**config.mk**
```make
export PLATFORM = sky130hd
export DESIGN_NAME = ppu_pix_mux
export DESIGN_NICKNAME = d
export VERILOG_FILES = /design/src/rtl/ppu_pkg.sv /design/src/rtl/ppu_pram.sv /design/src/rtl/ppu_pix_mux.sv
export SDC_FILE = /design/constraint.sdc
export NUM_CORES = 1
export LEC_CHECK = 0
export ABC_CLOCK_PERIOD_IN_PS = 2300
export CAP_MARGIN = 5
export CORE_AREA = 2 2 177 179
export CTS_CLUSTER_DIAMETER = 200
export DETAILED_ROUTE_END_ITERATION = 12
export DIE_AREA = 0 0 179 181
export PLACE_DENSITY = 0.55
export SLEW_MARGIN = 10
export SYNTH_ARGS = -nofsm -noshare
export SYNTH_HDL_FRONTEND = slang
export SYNTH_HIERARCHICAL = 1
export SYNTH_SLANG_ARGS = --single-unit
```
**constraint.sdc**
```tcl
create_clock -name clk_in -period 2.3 [get_ports clk_in]
set_input_delay 0.345 -clock clk_in [delete_from_list [all_inputs] [get_ports clk_in]]
set_output_delay 0.345 -clock clk_in [all_outputs]
set_load 0.005 [all_outputs]
```
**src/rtl/ppu_pkg.sv**
```systemverilog
// Shared constants and the palette mirror function for the PPU pixel path.
package ppu_pkg;

  localparam int IDX_W_D  = 4;
  localparam int PAL_DW_D = 6;
  localparam int CLIP_W_D = 8;
  localparam int PAL_AW   = IDX_W_D + 1;

  localparam logic [PAL_DW_D-1:0] PAL_RESET_VAL = 6'h0F;
  localparam logic [PAL_DW_D-1:0] GREY_MASK     = 6'h30;

  // Entries 0x10/0x14/0x18/0x1C alias the shared backdrop slots 0x00/0x04/0x08/0x0C.
  function automatic logic [PAL_AW-1:0] pal_mirror(input logic [PAL_AW-1:0] a);
    logic [PAL_AW-1:0] m;
    m = a;
    if (a[1:0] == 2'b00) m[PAL_AW-1] = 1'b0;
    return m;
  endfunction

endpackage

```
**src/rtl/ppu_pram.sv**
```systemverilog
// Palette RAM: registered register-interface port plus combinational pixel read port.
module ppu_pram
  import ppu_pkg::*;
#(
  parameter int AW = PAL_AW,
  parameter int DW = PAL_DW_D
) (
  input  logic          clk_in,
  input  logic          nrst_in,
  input  logic [AW-1:0] reg_a_in,
  input  logic [DW-1:0] reg_d_in,
  input  logic          reg_wr_in,
  output logic [DW-1:0] reg_q_out,
  input  logic [AW-1:0] pix_a_in,
  output logic [DW-1:0] pix_q_out
);

  localparam int DEPTH = 2 ** AW;

  logic [DW-1:0] mem [DEPTH];

  // Pixel read sees the pre-edge contents, so a same-cycle write is not visible.
  assign pix_q_out = mem[pal_mirror(pix_a_in)];

  always_ff @(posedge clk_in or negedge nrst_in) begin
    if (!nrst_in) begin
      for (int i = 0; i < DEPTH; i++) mem[i] <= PAL_RESET_VAL;
      reg_q_out <= '0;
    end else begin
      if (reg_wr_in) mem[pal_mirror(reg_a_in)] <= reg_d_in;
      reg_q_out <= mem[pal_mirror(reg_a_in)];
    end
  end

endmodule

```
**src/rtl/ppu_pix_mux.sv**
```systemverilog
// Two-stage pixel compositor: layer priority/clipping, then palette lookup with greyscale.
module ppu_pix_mux
  import ppu_pkg::*;
#(
  parameter int IDX_W  = IDX_W_D,
  parameter int PAL_DW = PAL_DW_D,
  parameter int X_W    = 10,
  parameter int CLIP_W = CLIP_W_D
) (
  input  logic              clk_in,
  input  logic              nrst_in,
  input  logic              pix_valid_in,
  input  logic [X_W-1:0]    nes_x_in,
  input  logic              frame_start_in,
  input  logic [IDX_W-1:0]  bg_idx_in,
  input  logic [IDX_W-1:0]  spr_idx_in,
  input  logic              spr_primary_in,
  input  logic              spr_priority_in,
  input  logic              bg_clip_in,
  input  logic              spr_clip_in,
  input  logic              grey_in,
  input  logic [2:0]        emph_in,
  input  logic [IDX_W:0]    pram_a_in,
  input  logic [PAL_DW-1:0] pram_d_in,
  input  logic              pram_wr_in,
  output logic [PAL_DW-1:0] pram_d_out,
  output logic              pix_valid_out,
  output logic [PAL_DW-1:0] sys_idx_out,
  output logic [2:0]        emph_out,
  output logic              pri_col_out
);

  // Valid contract: pix_valid_in is a one-cycle qualifier with no backpressure;
  // each accepted pixel emerges exactly two cycles later with pix_valid_out high.

  logic             clipped;
  logic             bg_t;
  logic             spr_t;
  logic [IDX_W:0]   sel_addr;
  logic             hit;

  logic             s1_valid;
  logic [IDX_W:0]   s1_addr;
  logic             s1_grey;
  logic [2:0]       s1_emph;
  logic [PAL_DW-1:0] pix_q;

  always_comb begin
    clipped  = (nes_x_in < X_W'(CLIP_W));
    bg_t     = (bg_idx_in[1:0] == 2'b00) || (bg_clip_in && clipped);
    spr_t    = (spr_idx_in[1:0] == 2'b00) || (spr_clip_in && clipped);
    sel_addr = '0;
    if (!spr_t && (!spr_priority_in || bg_t)) sel_addr = {1'b1, spr_idx_in};
    else if (!bg_t)                           sel_addr = {1'b0, bg_idx_in};
    hit      = pix_valid_in && spr_primary_in && !spr_t && !bg_t;
  end

  always_ff @(posedge clk_in or negedge nrst_in) begin
    if (!nrst_in) begin
      s1_valid <= 1'b0;
      s1_addr  <= '0;
      s1_grey  <= 1'b0;
      s1_emph  <= '0;
    end else begin
      s1_valid <= pix_valid_in;
      if (pix_valid_in) begin
        s1_addr <= sel_addr;
        s1_grey <= grey_in;
        s1_emph <= emph_in;
      end
    end
  end

  ppu_pram #(.AW(IDX_W + 1), .DW(PAL_DW)) u_pram (
    .clk_in    (clk_in),
    .nrst_in   (nrst_in),
    .reg_a_in  (pram_a_in),
    .reg_d_in  (pram_d_in),
    .reg_wr_in (pram_wr_in),
    .reg_q_out (pram_d_out),
    .pix_a_in  (s1_addr),
    .pix_q_out (pix_q)
  );

  always_ff @(posedge clk_in or negedge nrst_in) begin
    if (!nrst_in) begin
      pix_valid_out <= 1'b0;
      sys_idx_out   <= '0;
      emph_out      <= '0;
    end else begin
      pix_valid_out <= s1_valid;
      if (s1_valid) begin
        sys_idx_out <= s1_grey ? (pix_q & GREY_MASK) : pix_q;
        emph_out    <= s1_emph;
      end
    end
  end

  // Frame start takes precedence over a coincident hit.
  always_ff @(posedge clk_in or negedge nrst_in) begin
    if (!nrst_in)            pri_col_out <= 1'b0;
    else if (frame_start_in) pri_col_out <= 1'b0;
    else if (hit)            pri_col_out <= 1'b1;
  end

endmodule

```
==> metrics.txt, run 1 <==
startpoint of the worst-slack reg-to-reg timing path s1_addr[2]$_DFFE_PN0P_; count of vias placed by the detailed router 6760; clock latency at the later pin of the worst-skew pair 0.44 ns; Area growth syn-to-layout 21.0%; final hold violation count 0; number of buffers and inverters on the critical path 2; number of DRC violations after detailed routing 0; maximum fanout encountered on the critical timing path 21; DRC marker count from the first detailed-route iteration 401; Peak Freq 470 MHz; Rel. slew slack 53.9%; Setup Skew 0.00906 ns; total wire length 28.5 mm; primary flip-flop cell chosen by synthesis mapping sky130_fd_sc_hd__dfstp_2; residual overflow from global routing 0; CTS tree built; top area cells in the synthesized netlist sky130_fd_sc_hd__dfstp_2 (28%), sky130_fd_sc_hd__dfrtp_1 (20%), sky130_fd_sc_hd__mux2_2 (19%); Sink Count 195; startpoint kind of the worst setup timing path register; Worst R2R End sys_idx_out[1]$_DFFE_PN0P_; layout cells sized above 1 55.6%; die width 179 µm; synthesized area per cell 14.0 µm²; data required time at the worst endpoint 2.66 ns; shortest clock period the worst path allows after layout 2.13 ns; setup repair after global routing missed its margin false; synth unique cells 48; area of the die 32400 µm²; # setup viols final 0; power density over the cells 829 nW/µm²; number of core rows 64; proportion of register bits with asynchronous set or reset after synthesis 100%; PortBufs 55; gp weighted congestion 0.868; Max Slew Vio Count 0; max incr delay on CP 0.67 ns; capturing element of the worst setup path sys_idx_out[1]$_DFFE_PN0P_; setup slack on the worst flop-to-flop path 0.17 ns; core occupancy in the finished layout 41.9%; Critical Path AT 2.49 ns; number of top-level design ports 59; number of diodes added for antenna fixing 0; gate count of the mapped netlist 752; vertical extent of the die 181 µm; r2r worst-path depth 8; area share of the largest cell type after synthesis 28.0%; largest vdd supply drop 0.556 mV; Wirelength per Cell 22.7 µm; Post-Syn Area 10500 µm²; Max-Cap Viols 0; Root Buffer Master sky130_fd_sc_hd__clkbuf_16; final instance area 12700 µm²; via/cell ratio 5.37; sequential fraction of the synthesis area 47.8%; total number of cells along the worst setup path 8; number of synthesized flops with an enable pin 0; classification of the worst setup path register to register; via count of the first global-routing pass 6933; Initial Util 34.6%; cell accounting for the most synthesized area sky130_fd_sc_hd__dfstp_2; ordered cell list for the critical path buf_12 > buf_4 > mux2i_1 > a22oi_1 > nand2_1 > o22ai_1 > nand3b_1 > o21ai_0; leakage power summed over all cells 5.11 nW; clk slew on worst S/H paths 0.08 ns; post-synthesis sequential element count 195; count of nets after finishing 892; cts bufs inserted 17; category of the worst setup path capture point register; dpl hpwl 19.1 mm; largest delay contributor family on the critical path flip-flops; TritonRoute pass-1 iters 5; Post-Synthesis Net Count 794; CTS Hold Bufs 1; post-route ant nets 0; wire length of the first global-routing pass 44.0 mm; total cell area at the placement stage 12100 µm²; crit path max-delay cell type sky130_fd_sc_hd__dfrtp_4; Yosys warning count 6; initial antenna violation count 0; Resized cells post-CTS 0; transition time of the tightest slew-check pin 0.691 ns; count of H-tree levels built during CTS 4; total routing resource utilization after global routing 18.4%; status completed; Sum Neg Setup Slack 0 ns; number of buffers added for setup after CTS 0; worst setup path startpoint s1_addr[2]$_DFFE_PN0P_; core area 30300 µm²; type of the worst min-delay path input pin to register; clock buffer depth 2; maximum number of pins on one net before global-route repair 110; final cycle utilization of the critical path 92.4%
-- area by class of cell --
class,count,area [µm²]
clock buffer,18,450
multi-input combinational,491,5150
clock inverter,14,154
fill,2826,17600
tap,396,495
timing repair buffer,137,1420
sequential,195,5020
inverter,8,30.0
-- layer usage --
metal	global-route usage (%)	up-vias	share of wire, %	routed length, µm
li1	-	3026	-	-
met1	26.3	3541	46	13200
met2	28.5	171	47	13500
met3	3.81	22	5.2	1500
met4	4.36	0	1.2	342
met5	0	-	0	0
-- cells in the mapped netlist, types with 3 or more instances --
master and number:
sky130_fd_sc_hd__nor3_4 4, sky130_fd_sc_hd__nor2b_1 5, sky130_fd_sc_hd__mux2_2 177, sky130_fd_sc_hd__inv_1 8, sky130_fd_sc_hd__clkbuf_1 22, sky130_fd_sc_hd__nand3_1 13
sky130_fd_sc_hd__o22ai_1 6, sky130_fd_sc_hd__a21oi_1 7, sky130_fd_sc_hd__a22oi_1 28, sky130_fd_sc_hd__mux2i_1 56, sky130_fd_sc_hd__o22a_1 5, sky130_fd_sc_hd__buf_1 6
sky130_fd_sc_hd__mux4_2 59, sky130_fd_sc_hd__nor2_1 17, sky130_fd_sc_hd__and3_1 3, sky130_fd_sc_hd__buf_6 5, sky130_fd_sc_hd__dfstp_2 112, sky130_fd_sc_hd__nand2_1 40
sky130_fd_sc_hd__o21ai_0 17, sky130_fd_sc_hd__nand2b_1 13, sky130_fd_sc_hd__mux2_1 4, sky130_fd_sc_hd__dfrtp_1 83, sky130_fd_sc_hd__buf_2 16, sky130_fd_sc_hd__nand3b_1 6
sky130_fd_sc_hd__buf_4 8, sky130_fd_sc_hd__or3_1 3, sky130_fd_sc_hd__a221o_1 4
-- how the worst min path moves through the flow --
stage / startpoint / to / cells after the start
after floorplan: nrst_in / emph_out[0]$_DFFE_PN0P_ / 0
after global placement: nrst_in / u_pram/mem[5]$_DFFE_PN0P_ / 2
after detailed placement: nrst_in / u_pram/mem[29]$_DFFE_PN0P_ / 2
after CTS: frame_start_in / pri_col_out$_DFFE_PN0P_ / 2
after global routing: frame_start_in / pri_col_out$_DFFE_PN0P_ / 2
final: frame_start_in / pri_col_out$_DFFE_PN0P_ / 2
-- cell families (layout without fill, tap and decap cells) --
kind of cell           after synthesis  in the layout  synth area share (%)
muxes                              296            296                  37.4
DFF                                195            195                  47.8
AOI/OAI and AO/OA                   78             78                  5.15
and+or+nand+nor                    117            117                  6.44
buffers and inverters               66            177                  3.30
-- registers in the layout (all words and copies together) (netlist names) --
name and count:
pri_col_out 1, sys_idx_out 6, emph_out 3, u_pram/reg_q_out 6, pix_valid_out 1, s1_addr 5
u_pram/mem 168, s1_valid 1, s1_emph 3, s1_grey 1
-- report_power, final --
group | total [mW] | internal (mW) | leakage (nW) | switching (mW)
combinational | 2.52 | 1.51 | 2.59 | 1.01
clock | 3.10 | 1.62 | 0.302 | 1.48
sequential | 4.93 | 4.41 | 2.22 | 0.518
-- through the flow --
| step | std cells | hold WS, ns | total power [mW] | worst slack [ns] |
|---|---|---|---|---|
| 2_1_floorplan | 752 | 0.0494 | 6.47 | 0.253 |
| 6_report | 1259 | 0.429 | 10.5 | 0.175 |
| 4_1_cts | 1259 | 0.412 | 10.7 | 0.173 |
| 5_1_grt | 1259 | 0.423 | 11.1 | 0.0187 |
| 3_3_place_gp | 1226 | 0.435 | 7.46 | 0.00274 |
| 3_5_place_dp | 1226 | 0.438 | 7.51 | 0.000550 |
-- cell usage in the layout, fill, tap and decap left out, types with 4 or more instances in the layout --
cell                              instances
sky130_fd_sc_hd__a21oi_1                  7
sky130_fd_sc_hd__a221o_1                  4
sky130_fd_sc_hd__a22oi_1                 28
sky130_fd_sc_hd__buf_12                  20
sky130_fd_sc_hd__buf_4                   62
sky130_fd_sc_hd__clkbuf_16               18
sky130_fd_sc_hd__clkdlybuf4s50_1         52
sky130_fd_sc_hd__dfrtp_1                 81
sky130_fd_sc_hd__dfstp_2                112
sky130_fd_sc_hd__inv_1                    8
sky130_fd_sc_hd__inv_6                    5
sky130_fd_sc_hd__inv_8                    5
sky130_fd_sc_hd__mux2_1                   4
sky130_fd_sc_hd__mux2_2                 177
sky130_fd_sc_hd__mux2i_1                 56
sky130_fd_sc_hd__mux4_2                  59
sky130_fd_sc_hd__nand2_1                 40
sky130_fd_sc_hd__nand2b_1                13
sky130_fd_sc_hd__nand3_1                 13
sky130_fd_sc_hd__nand3b_1                 6
sky130_fd_sc_hd__nor2_1                  17
sky130_fd_sc_hd__nor2b_1                  5
sky130_fd_sc_hd__nor3_4                   4
sky130_fd_sc_hd__o21ai_0                 17
sky130_fd_sc_hd__o22a_1                   5
sky130_fd_sc_hd__o22ai_1                  6
Note: power is estimated with default switching activity, not from simulation.
==> inputs of run 2 (changes only) <==
Settings changed: CORE_AREA 2 2 177 179 to 2 2 183 185, DIE_AREA 0 0 179 181 to 0 0 185 187, SETUP_SLACK_MARGIN set to 0.05, SYNTH_HIERARCHICAL 1 to unset.
==> run 2 against run 1 <==
Non-clock buffer count up 17. Synthesized cell count up 8.5%. First-iteration DRC count up 13%. Global-route usage about the same. Sequential share of layout area up 0.40 points. Die area up 6.8%. Cell count up 9.4%. Setup slack better by 0.037 ns. Area after synthesis up 7.3%. Core utilization up 0.32 points. Fmax up 1.8%. Largest cell class is now flip-flops and latches.
==> metrics.txt, run 2 <==
status completed (unchanged); transition time of the tightest slew-check pin 0.571 ns (was 0.691 ns); residual overflow from global routing 0 (unchanged); # setup viols final 0 (unchanged); count of vias placed by the detailed router 7366 (was 6760); number of top-level design ports 59 (unchanged); post-synthesis sequential element count 215 (was 195); Root Buffer Master sky130_fd_sc_hd__clkbuf_16 (unchanged); number of DRC violations after detailed routing 0 (unchanged); Rel. slew slack 62.0% (was 53.9%); most used standard cell by instance count after synthesis sky130_fd_sc_hd__mux2_2 (unchanged); clock buffer depth 3 (was 2); gp weighted congestion 0.792 (was 0.868); Hold Path Stages 2 (unchanged); number of buffers added for setup after CTS 0 (unchanged); clock latency at the later pin of the worst-skew pair 0.52 ns (was 0.44 ns); gate count of the mapped netlist 816 (was 752); Sink Count 215 (was 195); layout cells sized above 1 54.3% (was 55.6%); total routing resource utilization after global routing 18.4% (about the same); number of diodes added for antenna fixing 0 (unchanged); primary flip-flop cell chosen by synthesis mapping sky130_fd_sc_hd__dfstp_2 (unchanged); core area 32900 µm² (was 30300 µm²); largest vdd supply drop 0.475 mV (was 0.556 mV); via count of the first global-routing pass 7572 (was 6933); sequential fraction of the synthesis area 49.1% (was 47.8%); Critical Path AT 2.45 ns (was 2.49 ns); placed insts 1332 (was 1226); data required time at the worst endpoint 2.67 ns (was 2.66 ns); post-route ant nets 0 (unchanged); shortest clock period the worst path allows after layout 2.09 ns (was 2.13 ns); TritonRoute pass-1 iters 5 (unchanged); commonest non-fill, non-tap cells in the layout sky130_fd_sc_hd__mux2_2 (167), sky130_fd_sc_hd__dfstp_2 (124), sky130_fd_sc_hd__dfrtp_1 (89) (was sky130_fd_sc_hd__mux2_2 (177), sky130_fd_sc_hd__dfstp_2 (112), sky130_fd_sc_hd__dfrtp_1 (81)); total wire length 31.1 mm (was 28.5 mm); Sum Neg Setup Slack 0 ns (unchanged); hold path start frame_start_in (unchanged); Area growth syn-to-layout 23.0% (was 21.0%); area of the die 34600 µm² (was 32400 µm²); final hold violation count 0 (unchanged); Biggest register u_pram.mem (was u_pram/mem); PortBufs 55 (unchanged); Peak Freq 479 MHz (was 470 MHz); Initial Util 34.3% (was 34.6%); power density over the cells 878 nW/µm² (was 829 nW/µm²); category of the worst setup path capture point register (unchanged); Top Registers u_pram.mem: 188 flops, sys_idx_out: 6 flops, u_pram.reg_q_out: 6 flops (was u_pram/mem: 168 flops, sys_idx_out: 6 flops, u_pram/reg_q_out: 6 flops); pre-CTS setup slack -0.0583 ns (was 0.000550 ns); vertical extent of the die 187 µm (was 181 µm); startpoint kind of the worst setup timing path register (unchanged); CTS tree built (unchanged); end of the worst hold path pri_col_out$_DFFE_PN0P_ (unchanged); cell accounting for the most synthesized area sky130_fd_sc_hd__dfstp_2 (unchanged); fin worst setup slack 0.212 ns (was 0.175 ns); maximum fanout encountered on the critical timing path 14 (was 21); top area cells in the synthesized netlist sky130_fd_sc_hd__dfstp_2 (29%), sky130_fd_sc_hd__dfrtp_1 (20%), sky130_fd_sc_hd__mux2_2 (17%) (was sky130_fd_sc_hd__dfstp_2 (28%), sky130_fd_sc_hd__dfrtp_1 (20%), sky130_fd_sc_hd__mux2_2 (19%)); synth unique cells 54 (was 48); wire length of the first global-routing pass 48.2 mm (was 44.0 mm); setup repair after global routing missed its margin false (unchanged); Max Slew Vio Count 0 (unchanged); DRC marker count from the first detailed-route iteration 454 (was 401); synthesized area per cell 13.8 µm² (was 14.0 µm²); Post-Syn Area 11300 µm² (was 10500 µm²); count of nets after finishing 953 (was 892); maximum number of pins on one net before global-route repair 69 (was 110); via/cell ratio 5.35 (was 5.37); setup slack on the worst flop-to-flop path 0.21 ns (was 0.17 ns); count of H-tree levels built during CTS 1 (was 4); die width 185 µm (was 179 µm); Max-Cap Viols 0 (unchanged); number of synthesized flops with an enable pin 0 (unchanged); dpl hpwl 21.4 mm (was 19.1 mm); Final Non-Filler Cells 1377 (was 1259); type of the worst min-delay path input pin to register (unchanged); number of core rows 67 (was 64); Yosys warning count 0 (was 6); classification of the worst setup path register to register (unchanged); Setup Skew 0.0159 ns (was 0.00906 ns); leakage power summed over all cells 5.58 nW (was 5.11 nW); startpoint of the worst-slack reg-to-reg timing path s1_addr[2]$_DFFE_PN0P_ (unchanged); number of flip-flops in the largest register 188 (was 168); cts bufs inserted 24 (was 17); leading cell type in the layout, fill and taps excluded sky130_fd_sc_hd__mux2_2 (unchanged); final cycle utilization of the critical path 90.8% (was 92.4%); r2r worst-path depth 5 (was 8); clk slew on worst S/H paths 0.06 ns (was 0.08 ns); Post-Synthesis Net Count 858 (was 794); area share of the largest cell type after synthesis 28.9% (was 28.0%); most instantiated cells after synthesis sky130_fd_sc_hd__mux2_2 (167), sky130_fd_sc_hd__dfstp_2 (124), sky130_fd_sc_hd__dfrtp_1 (91) (was sky130_fd_sc_hd__mux2_2 (177), sky130_fd_sc_hd__dfstp_2 (112), sky130_fd_sc_hd__dfrtp_1 (83)); proportion of register bits with asynchronous set or reset after synthesis 100% (unchanged); initial antenna violation count 0 (unchanged); Wirelength per Cell 22.6 µm (was 22.7 µm); Worst R2R End sys_idx_out[4]$_DFFE_PN0P_ (was sys_idx_out[1]$_DFFE_PN0P_)
-- run 2: cell count changes in the layout (fill, tap and decap cells not counted), moves of 8 or more --
cell                       before  now
sky130_fd_sc_hd__mux2_1         4   37
sky130_fd_sc_hd__a221oi_1       0   27
sky130_fd_sc_hd__nand2_1       40   19
sky130_fd_sc_hd__mux2i_1       56   36
sky130_fd_sc_hd__buf_4         62   80
sky130_fd_sc_hd__a22oi_1       28   14
sky130_fd_sc_hd__dfstp_2      112  124
sky130_fd_sc_hd__mux2_2       177  167
sky130_fd_sc_hd__dfrtp_1       81   89
-- run 2: area by class of cell --
type,count,area (µm²)
clock inverters,9,169
clock buffers,35,733
well taps,448,561
flip-flops and latches,215,5540
repair buffers,154,1530
fillers,3081,19000
multi-input cells,509,5320
inverters,7,26.3
-- run 2: cells by family (layout without fill, tap and decap cells) --
family / after synthesis / count (layout) / synth area share (%)
compound gates: 109 / 109 / 7.45
buf+inv: 92 / 205 / 3.84
flops: 215 / 215 / 49.1
mux: 292 / 292 / 33.9
simple gates: 108 / 108 / 5.70
-- run 2: power breakdown --
group	switching, mW	leakage [nW]	total (mW)	internal, mW
Sequential	0.481	2.45	5.23	4.75
Clock	1.58	0.446	4.34	2.76
Combinational	1.13	2.69	2.61	1.48
Total	3.19	5.58	12.2	8.99
-- run 2: how the worst max path moves through the flow --
stage | cells after the start | start | endpoint | slack, ns
final | 5 | s1_addr[2]$_DFFE_PN0P_ | sys_idx_out[4]$_DFFE_PN0P_ | 0.21
after global routing | 5 | s1_addr[2]$_DFFE_PN0P_ | sys_idx_out[5]$_DFFE_PN0P_ | 0.14
after CTS | 5 | s1_addr[2]$_DFFE_PN0P_ | sys_idx_out[5]$_DFFE_PN0P_ | 0.18
after detailed placement | 6 | pram_a_in[3] | u_pram.mem[108]$_DFFE_PN1P_ | -0.06
after global placement | 6 | pram_a_in[3] | u_pram.mem[111]$_DFFE_PN1P_ | -0.05
after floorplan | 7 | s1_addr[1]$_DFFE_PN0P_ | sys_idx_out[2]$_DFFE_PN0P_ | 0.51
-- run 2: critical path: stages, from the launching register on --
cell and delay [ns]:
sky130_fd_sc_hd__dfrtp_1 0.61, sky130_fd_sc_hd__buf_12 0.21, sky130_fd_sc_hd__mux4_2 0.35, sky130_fd_sc_hd__mux2_2 0.28, sky130_fd_sc_hd__o21ai_1 0.31, sky130_fd_sc_hd__o221ai_1 0.18
-- run 2: repair_timing --
item                      in CTS  in global routing
hold buffers                   1                  0
hold endpoints to repair      37                  0
resized for setup              0                  0
-- run 2: routing by layer --
metal	part of all wire (%)	track usage, %	vias up
li1	-	-	3302
met1	47	27.0	3847
met2	46	27.9	167
met3	3.6	2.63	50
met4	3.6	6.04	0
met5	0	0	-
-- run 2: through the flow --
| step | cell area [µm²] | util, % | hold slack, ns | total power [mW] |
|---|---|---|---|---|
| 6_report | 13900 | 42.2 | 0.357 | 12.2 |
| 5_1_grt | 13900 | 42.2 | 0.365 | 12.7 |
| 4_1_cts | 13900 | 42.2 | 0.338 | 12.3 |
| 3_5_place_dp | 13000 | 39.4 | 0.358 | 7.91 |
| 3_3_place_gp | 13000 | 39.4 | 0.358 | 7.86 |
| 2_1_floorplan | 11300 | - | 0.0494 | 6.85 |
